===== src/rtl/sprite_eval.sv =====
// Per-scanline sprite evaluation: clears and fills the 32-byte secondary OAM (oam2) for the next line.
// Define SPRITE_OVF_BUG_EN to reproduce the 2C02 diagonal overflow scan once oam2 is full.
module sprite_eval #(
    parameter int NSPR = 8,
    parameter int NOAM = 64
) (
    input  logic       clk,
    input  logic       rst_n,
    input  logic       rend,
    input  logic [8:0] cycle,
    input  logic [8:0] scanline,
    input  logic       tall,
    input  logic       ovf_clr,
    output logic [7:0] oam_addr,
    input  logic [7:0] oam_data,
    input  logic [4:0] oam2_raddr,
    output logic [7:0] oam2_rdata,
    output logic [3:0] spr_count,
    output logic       spr0_next,
    output logic       overflow
);

    localparam int OAW = $clog2(4 * NSPR);
    localparam int NW  = $clog2(NOAM);
    localparam int FW  = $clog2(NSPR + 1);

    typedef enum logic [2:0] {IDLE, CLEAR, SCAN, COPY, FULL, DONE} state_t;

    state_t          state_q, state_d;
    logic [NW-1:0]   n_q, n_d;
    logic [1:0]      m_q, m_d;
    logic [FW-1:0]   found_q, found_d;
    logic            s0_q, s0_d;
    logic            overflow_q, overflow_d;
    logic [7:0]      oam_addr_q, oam_addr_d;
    logic [3:0]      spr_count_q, spr_count_d;
    logic            spr0_next_q, spr0_next_d;
    logic [7:0]      oam2_q [4*NSPR];

`ifdef SPRITE_OVF_BUG_EN
    logic            walk_q, walk_d;
    logic [1:0]      walk_cnt_q, walk_cnt_d;
`endif

    logic            wr_en;
    logic [OAW-1:0]  wr_idx;
    logic [7:0]      wr_data;

    logic            active;
    logic            scan_phase;
    logic            odd_slot;
    logic            even_slot;
    logic [8:0]      diff;
    logic            in_range;
    logic            n_last;
    logic            found_last;

    assign active     = rend && (scanline <= 9'd239);
    assign scan_phase = (state_q == SCAN) || (state_q == COPY) || (state_q == FULL);
    assign odd_slot   = cycle[0] && (cycle >= 9'd65) && (cycle <= 9'd255);
    assign even_slot  = !cycle[0] && (cycle >= 9'd66) && (cycle <= 9'd256);
    // Unsigned wrap makes sprites below the line (Y > scanline) land far out of range.
    assign diff       = scanline - {1'b0, oam_data};
    assign in_range   = tall ? (diff < 9'd16) : (diff < 9'd8);
    assign n_last     = (n_q == NW'(NOAM - 1));
    assign found_last = (found_q == FW'(NSPR - 1));

    assign oam_addr   = oam_addr_q;
    assign oam2_rdata = oam2_q[oam2_raddr];
    assign spr_count  = spr_count_q;
    assign spr0_next  = spr0_next_q;
    assign overflow   = overflow_q;

    always_ff @(posedge clk) begin
        if (!rst_n) begin
            state_q     <= IDLE;
            n_q         <= '0;
            m_q         <= '0;
            found_q     <= '0;
            s0_q        <= 1'b0;
            overflow_q  <= 1'b0;
            oam_addr_q  <= '0;
            spr_count_q <= '0;
            spr0_next_q <= 1'b0;
`ifdef SPRITE_OVF_BUG_EN
            walk_q      <= 1'b0;
            walk_cnt_q  <= '0;
`endif
            // NOTE: oam2 must read 0xFF straight out of reset, so it is a reset flop array, not a RAM.
            for (int i = 0; i < 4 * NSPR; i++) begin
                oam2_q[i] <= 8'hFF;
            end
        end else begin
            // NOTE: all state updates use non-blocking assignments so every flop sees pre-edge values.
            state_q     <= state_d;
            n_q         <= n_d;
            m_q         <= m_d;
            found_q     <= found_d;
            s0_q        <= s0_d;
            overflow_q  <= overflow_d;
            oam_addr_q  <= oam_addr_d;
            spr_count_q <= spr_count_d;
            spr0_next_q <= spr0_next_d;
`ifdef SPRITE_OVF_BUG_EN
            walk_q      <= walk_d;
            walk_cnt_q  <= walk_cnt_d;
`endif
            if (wr_en) begin
                oam2_q[wr_idx] <= wr_data;
            end
        end
    end

    always_comb begin
        // NOTE: default first so no path through the case leaves state_d unassigned (no latch).
        state_d = state_q;
        if (!active) begin
            state_d = IDLE;
        end else begin
            case (state_q)
                IDLE:  if (cycle == 9'd1) state_d = CLEAR;
                CLEAR: if (cycle == 9'd64) state_d = SCAN;
                SCAN: begin
                    if (even_slot) begin
                        if (in_range)    state_d = COPY;
                        else if (n_last) state_d = DONE;
                    end
                end
                COPY: begin
                    if (even_slot && (m_q == 2'd3)) begin
                        if (n_last)          state_d = DONE;
                        else if (found_last) state_d = FULL;
                        else                 state_d = SCAN;
                    end
                end
                FULL: begin
                    if (even_slot) begin
`ifdef SPRITE_OVF_BUG_EN
                        if (walk_q) begin
                            if (walk_cnt_q == 2'd2) state_d = DONE;
                        end else if (!in_range && n_last) begin
                            state_d = DONE;
                        end
`else
                        if (in_range || n_last) state_d = DONE;
`endif
                    end
                end
                DONE:    if (cycle == 9'd257) state_d = IDLE;
                default: state_d = IDLE;
            endcase
            if (scan_phase && (cycle == 9'd256)) state_d = DONE;
        end
    end

    always_comb begin
        n_d         = n_q;
        m_d         = m_q;
        found_d     = found_q;
        s0_d        = s0_q;
        overflow_d  = ovf_clr ? 1'b0 : overflow_q;
        oam_addr_d  = oam_addr_q;
        spr_count_d = spr_count_q;
        spr0_next_d = spr0_next_q;
        wr_en       = 1'b0;
        wr_idx      = {found_q[OAW-3:0], m_q};
        wr_data     = oam_data;
`ifdef SPRITE_OVF_BUG_EN
        walk_d      = walk_q;
        walk_cnt_d  = walk_cnt_q;
`endif
        if (active) begin
            case (state_q)
                CLEAR: begin
                    if (!cycle[0]) begin
                        wr_en   = 1'b1;
                        wr_idx  = cycle[OAW:1] - OAW'(1);
                        wr_data = 8'hFF;
                    end
                    if (cycle == 9'd64) begin
                        n_d     = '0;
                        m_d     = '0;
                        found_d = '0;
                        s0_d    = 1'b0;
`ifdef SPRITE_OVF_BUG_EN
                        walk_d  = 1'b0;
`endif
                    end
                end
                SCAN, COPY, FULL: begin
                    if (odd_slot) oam_addr_d = 8'({n_q, m_q});
                    if (even_slot) begin
                        case (state_q)
                            SCAN: begin
                                if (in_range) begin
                                    wr_en = 1'b1;
                                    m_d   = 2'd1;
                                    if (n_q == '0) s0_d = 1'b1;
                                end else begin
                                    n_d = n_q + NW'(1);
                                end
                            end
                            COPY: begin
                                wr_en = 1'b1;
                                m_d   = m_q + 2'd1;
                                if (m_q == 2'd3) begin
                                    found_d = found_q + FW'(1);
                                    n_d     = n_q + NW'(1);
                                end
                            end
                            default: begin
`ifdef SPRITE_OVF_BUG_EN
                                // Hardware quirk: m advances alongside n, so later checks read non-Y bytes.
                                if (walk_q) begin
                                    m_d        = m_q + 2'd1;
                                    walk_cnt_d = walk_cnt_q + 2'd1;
                                    if (m_q == 2'd3) n_d = n_q + NW'(1);
                                end else if (in_range) begin
                                    overflow_d = 1'b1;
                                    walk_d     = 1'b1;
                                    walk_cnt_d = '0;
                                    m_d        = m_q + 2'd1;
                                    if (m_q == 2'd3) n_d = n_q + NW'(1);
                                end else begin
                                    n_d = n_q + NW'(1);
                                    m_d = m_q + 2'd1;
                                end
`else
                                if (in_range) overflow_d = 1'b1;
                                else          n_d = n_q + NW'(1);
`endif
                            end
                        endcase
                    end
                end
                DONE: begin
                    if (cycle == 9'd257) begin
                        spr_count_d = 4'(found_q);
                        spr0_next_d = s0_q;
                    end
                end
                default: ;
            endcase
        end
    end

endmodule


===== config.mk =====
export PLATFORM = sky130hd
export DESIGN_NAME = sprite_eval
export DESIGN_NICKNAME = d
export VERILOG_FILES = /design/src/rtl/sprite_eval.sv
export SDC_FILE = /design/constraint.sdc
export NUM_CORES = 1
export LEC_CHECK = 0
export ABC_CLOCK_PERIOD_IN_PS = 4200
export CORE_MARGIN = 2
export CORE_UTILIZATION = 25
export DETAILED_ROUTE_END_ITERATION = 16
export RECOVER_POWER = 25
export SLEW_MARGIN = 20
export SYNTH_ARGS = -nofsm -noshare
export SYNTH_HDL_FRONTEND = slang
export SYNTH_SLANG_ARGS = --single-unit

===== constraint.sdc =====
create_clock -name clk -period 4.2 [get_ports clk]
set_input_delay 0.42 -clock clk [delete_from_list [all_inputs] [get_ports clk]]
set_output_delay 0.42 -clock clk [all_outputs]
set_load 0.05 [all_outputs]

==> summary.md <==
| Metric | Value |
|---|---|
| Crit end category | flop |
| Vias per cell | 5.72 |
| IO buf count | 57 |
| Clock root cell | clkbuf_16 |
| Critical Path AT | 4.03 ns |
| Power Density | 359 mW/mm² |
| Pin count of the biggest net entering global routing | 145 |
| Worst clock skew | 0.0241 ns |
| Switching power | 1.49 mW |
| Chip width | 251 µm |
| Reg2Reg Depth | 7 |
| Post-CTS Resized | 0 |
| Int Power | 4.92 mW |
| Register area share after synthesis | 54.3% |
| Startpoint class of the critical path | input pin |
| Endpoints failing setup | 0 |
| Final min period | 3.85 ns |
| CTS Buf Count | 34 |
| Overflow left after global routing | 0 |
| Starting Density | 25.3% |
| IO Pins | 58 |
| Initial DRC Count | 1551 |
| Worst path cell trace | dlygate4sd3_1 -> inv_1 -> ha_1 -> nand2_1 -> or3_1 -> or3_1 -> and3_1 -> o31ai_4 -> nand4_1 -> o21ai_0 -> clkbuf_1 |
| Syn_nets | 1266 |
| Final HPWL DP | 33500 µm |
| Clk pwr share | 45.6% |
| Synthesized area | 0.0153 mm² |
| Max clock buf depth | 3 |
| Asr flop ratio synth | 0% |
| Routed vias | 11600 |
| Reg2Reg Setup Slack | 0.88 ns |
| Worst Setup SP | oam_data[4] |
| Height of the chip | 251 µm |
| Final wirelength | 49300 µm |
| FF-to-FF End | oam2_q[28][2]$_SDFFCE_PN1P_ |
| Worst skew pair latency | 0.56 ns |
| Layout Nets | 1273 |
| Worst reg2reg path startpoint | state_q[1]$_SDFFE_PP0P_ |
| CP Max Fanout | 8 |
| Reg clk slew, reported paths | 0.06 ns |
| Crit-path most repeated cell | or3_1 |
| First-pass GRT wire length | 73300 µm |
| CP max stage delay | 0.69 ns |
| Design Power | 6.41 mW |
| Run status | completed |
| Synthesis-stage register bit count | 286 |
| Netlist cell types | 66 |
| Worst-Margin Slew | 1.08 ns |
| Final Hold Viols | 0 |
| DR WL/cell | 24.3 µm |
| Period utilization | 91.8% |
| Slew HR | 27.7% |
| Slowest cell on crit path | dlygate4sd3_1 |
| Total track usage | 15.4% |
| Core area | 0.0604 mm² |
| Row count | 90 |
| Post-CTS setup buffer count | 0 |
| Kind of critical path | input pin to flop |
| Combinational power share | 6.2% |
| Layout cells sized above 1 | 19.6% |
| Hold_ws | 0.476 ns |
| Leak | 4.25 nW |
| Die area | 0.0631 mm² |
| Peak VDD IR | 239 µV |
| Top achievable clock speed | 0.259 GHz |
| CP Capture Point | oam2_q[5][2]$_SDFFCE_PN1P_ |
| Syn Area/Cell | 12.6 µm² |
| Net Sw Frac | 23.3% |
| Cts hold-fix bufs | 0 |
| Antenna viol nets, final | 0 |
| DRC errors left | 0 |
| YS warnings | 0 |
| Clock sink count | 286 |
| Initial antenna violation count | 5 |
| Filler Cell Count | 6052 |
| Mapped Cells | 1217 |
| Drt first pass iters | 5 |
| RSZ-0062 raised after global routing | false |
| Hold Path Depth | 2 |
| Crit path required time | 4.37 ns |
| CTS tree | done |
| Final core utilization | 29.6% |
| Layout area overhead | 16.9% |
| Fin. max-slew vios | 0 |
| Vias in the first global route | 11400 |
| Flop pwr share | 48.1% |
| Tightest Hold Check Type | input pin to flop |
| MaxCap Viol Count | 0 |
| # H-tree levels | 2 |
| Number of synthesized flops with an enable pin | 256 |
| Top_reg_cell synth | edfxtp_1 |
| Routability cong. | 0.917 |
[layer usage]
| layer | wire [µm] | up-vias | global-route usage [%] |
|---|---|---|---|
| met1 | 19800 | 5749 | 20.6 |
| met4 | 1720 | 2 | 6.29 |
| met2 | 22700 | 708 | 24.2 |
| met5 | 10 | - | 0 |
| met3 | 5190 | 105 | 3.24 |
| li1 | - | 5053 | - |
[worst min-delay path by stage]
| stage | endpoint | startpoint |
|---|---|---|
| after global routing | overflow$_SDFF_PN0_ | ovf_clr |
| after CTS | overflow$_SDFF_PN0_ | ovf_clr |
| after floorplan | s0_q$_SDFFE_PN0P_ | s0_q$_SDFFE_PN0P_ |
| after detailed placement | oam_addr[4]$_SDFFE_PN0P_ | oam_addr[4]$_SDFFE_PN0P_ |
| after global placement | spr_count[1]$_SDFFE_PN0P_ | spr_count[1]$_SDFFE_PN0P_ |
| final | overflow$_SDFF_PN0_ | ovf_clr |
[synthesized netlist by cell type, types with 15 or more instances]
master    count  area share [%]
buf_2        23            0.75
nor4_1      113             4.6
inv_1        20            0.49
nand2_1      15            0.37
mux2i_1      17             1.1
edfxtp_1    256              50
nand4_1     229             9.4
clkbuf_1    106             2.6
nor2_1       27            0.66
buf_4        25             1.2
dfxtp_1      30             3.9
mux4_2       80              12
nor3_1       26            0.85
nand3_1      37             1.2
o21ai_0      39             1.3
[flip-flops by register name, indices dropped and copies added (netlist names)]
signal     flops
n_q            6
s0_q           1
overflow       1
state_q        3
spr0_next      1
oam2_q       256
oam_addr       8
found_q        4
spr_count      4
m_q            2
[power groups by stage]
stage,clock [mW],sequential [mW],combinational (mW)
after floorplan,0,3.15,0.242
after global placement,0,3.15,0.394
after detailed placement,0,3.15,0.402
after CTS,2.96,3.09,0.403
after global routing,3.05,3.09,0.424
final,2.93,3.09,0.400
[critical path: cells and delay by family]
family	cells	cell delay, ns
buf+inv	3	1.35
simple gates	5	1.37
fa+ha+maj	1	0.32
compound gates	2	0.56
[layout by cell type (no fill, tap or decap), types with 16 or more instances in the layout]
| cell type | instances |
|---|---|
| nor4_1 | 114 |
| dfxtp_1 | 30 |
| inv_1 | 20 |
| nand4_1 | 230 |
| clkbuf_16 | 35 |
| clkdlybuf4s50_1 | 39 |
| buf_4 | 72 |
| o21ai_0 | 39 |
| mux4_2 | 80 |
| dlygate4sd3_1 | 16 |
| nor2_1 | 27 |
| nor3_1 | 27 |
| nand3_1 | 37 |
| edfxtp_1 | 256 |
| mux2i_1 | 17 |
[logic make-up after synthesis]
| group | Yosys count | share of synthesized area, % |
|---|---|---|
| and+or+nand+nor | 512 | 20.5 |
| muxes | 107 | 13.6 |
| DFF | 286 | 54.3 |
| buffers and inverters | 190 | 5.62 |
| adders and majority gates | 13 | 1.06 |
| xor gates and xnor gates | 11 | 0.680 |
| AOI/OAI and AO/OA | 98 | 4.24 |
[through the flow]
step,instances,instance area [µm²],setup TNS (ns),setup WS [ns]
2_1_floorplan,1217,15300,0,0.311
3_3_place_gp,1970,16800,-0.396,-0.0563
3_5_place_dp,1970,16800,-0.332,-0.0477
4_1_cts,2029,17900,0,0.498
5_1_grt,2029,17900,0,0.174
6_report,2031,17900,0,0.346
[area by class of cell]
class,instances,area [µm²],share of cell area (%)
multi-input combinational,741,6130,34.3
inverter,20,75.1,0.420
tap,782,978,5.48
clock inverter,18,166,0.932
timing repair buffer,141,1300,7.27
antenna,2,5.00,0.0280
sequential,286,8290,46.4
clock buffer,41,918,5.14
(Power assumes the default switching activity.)
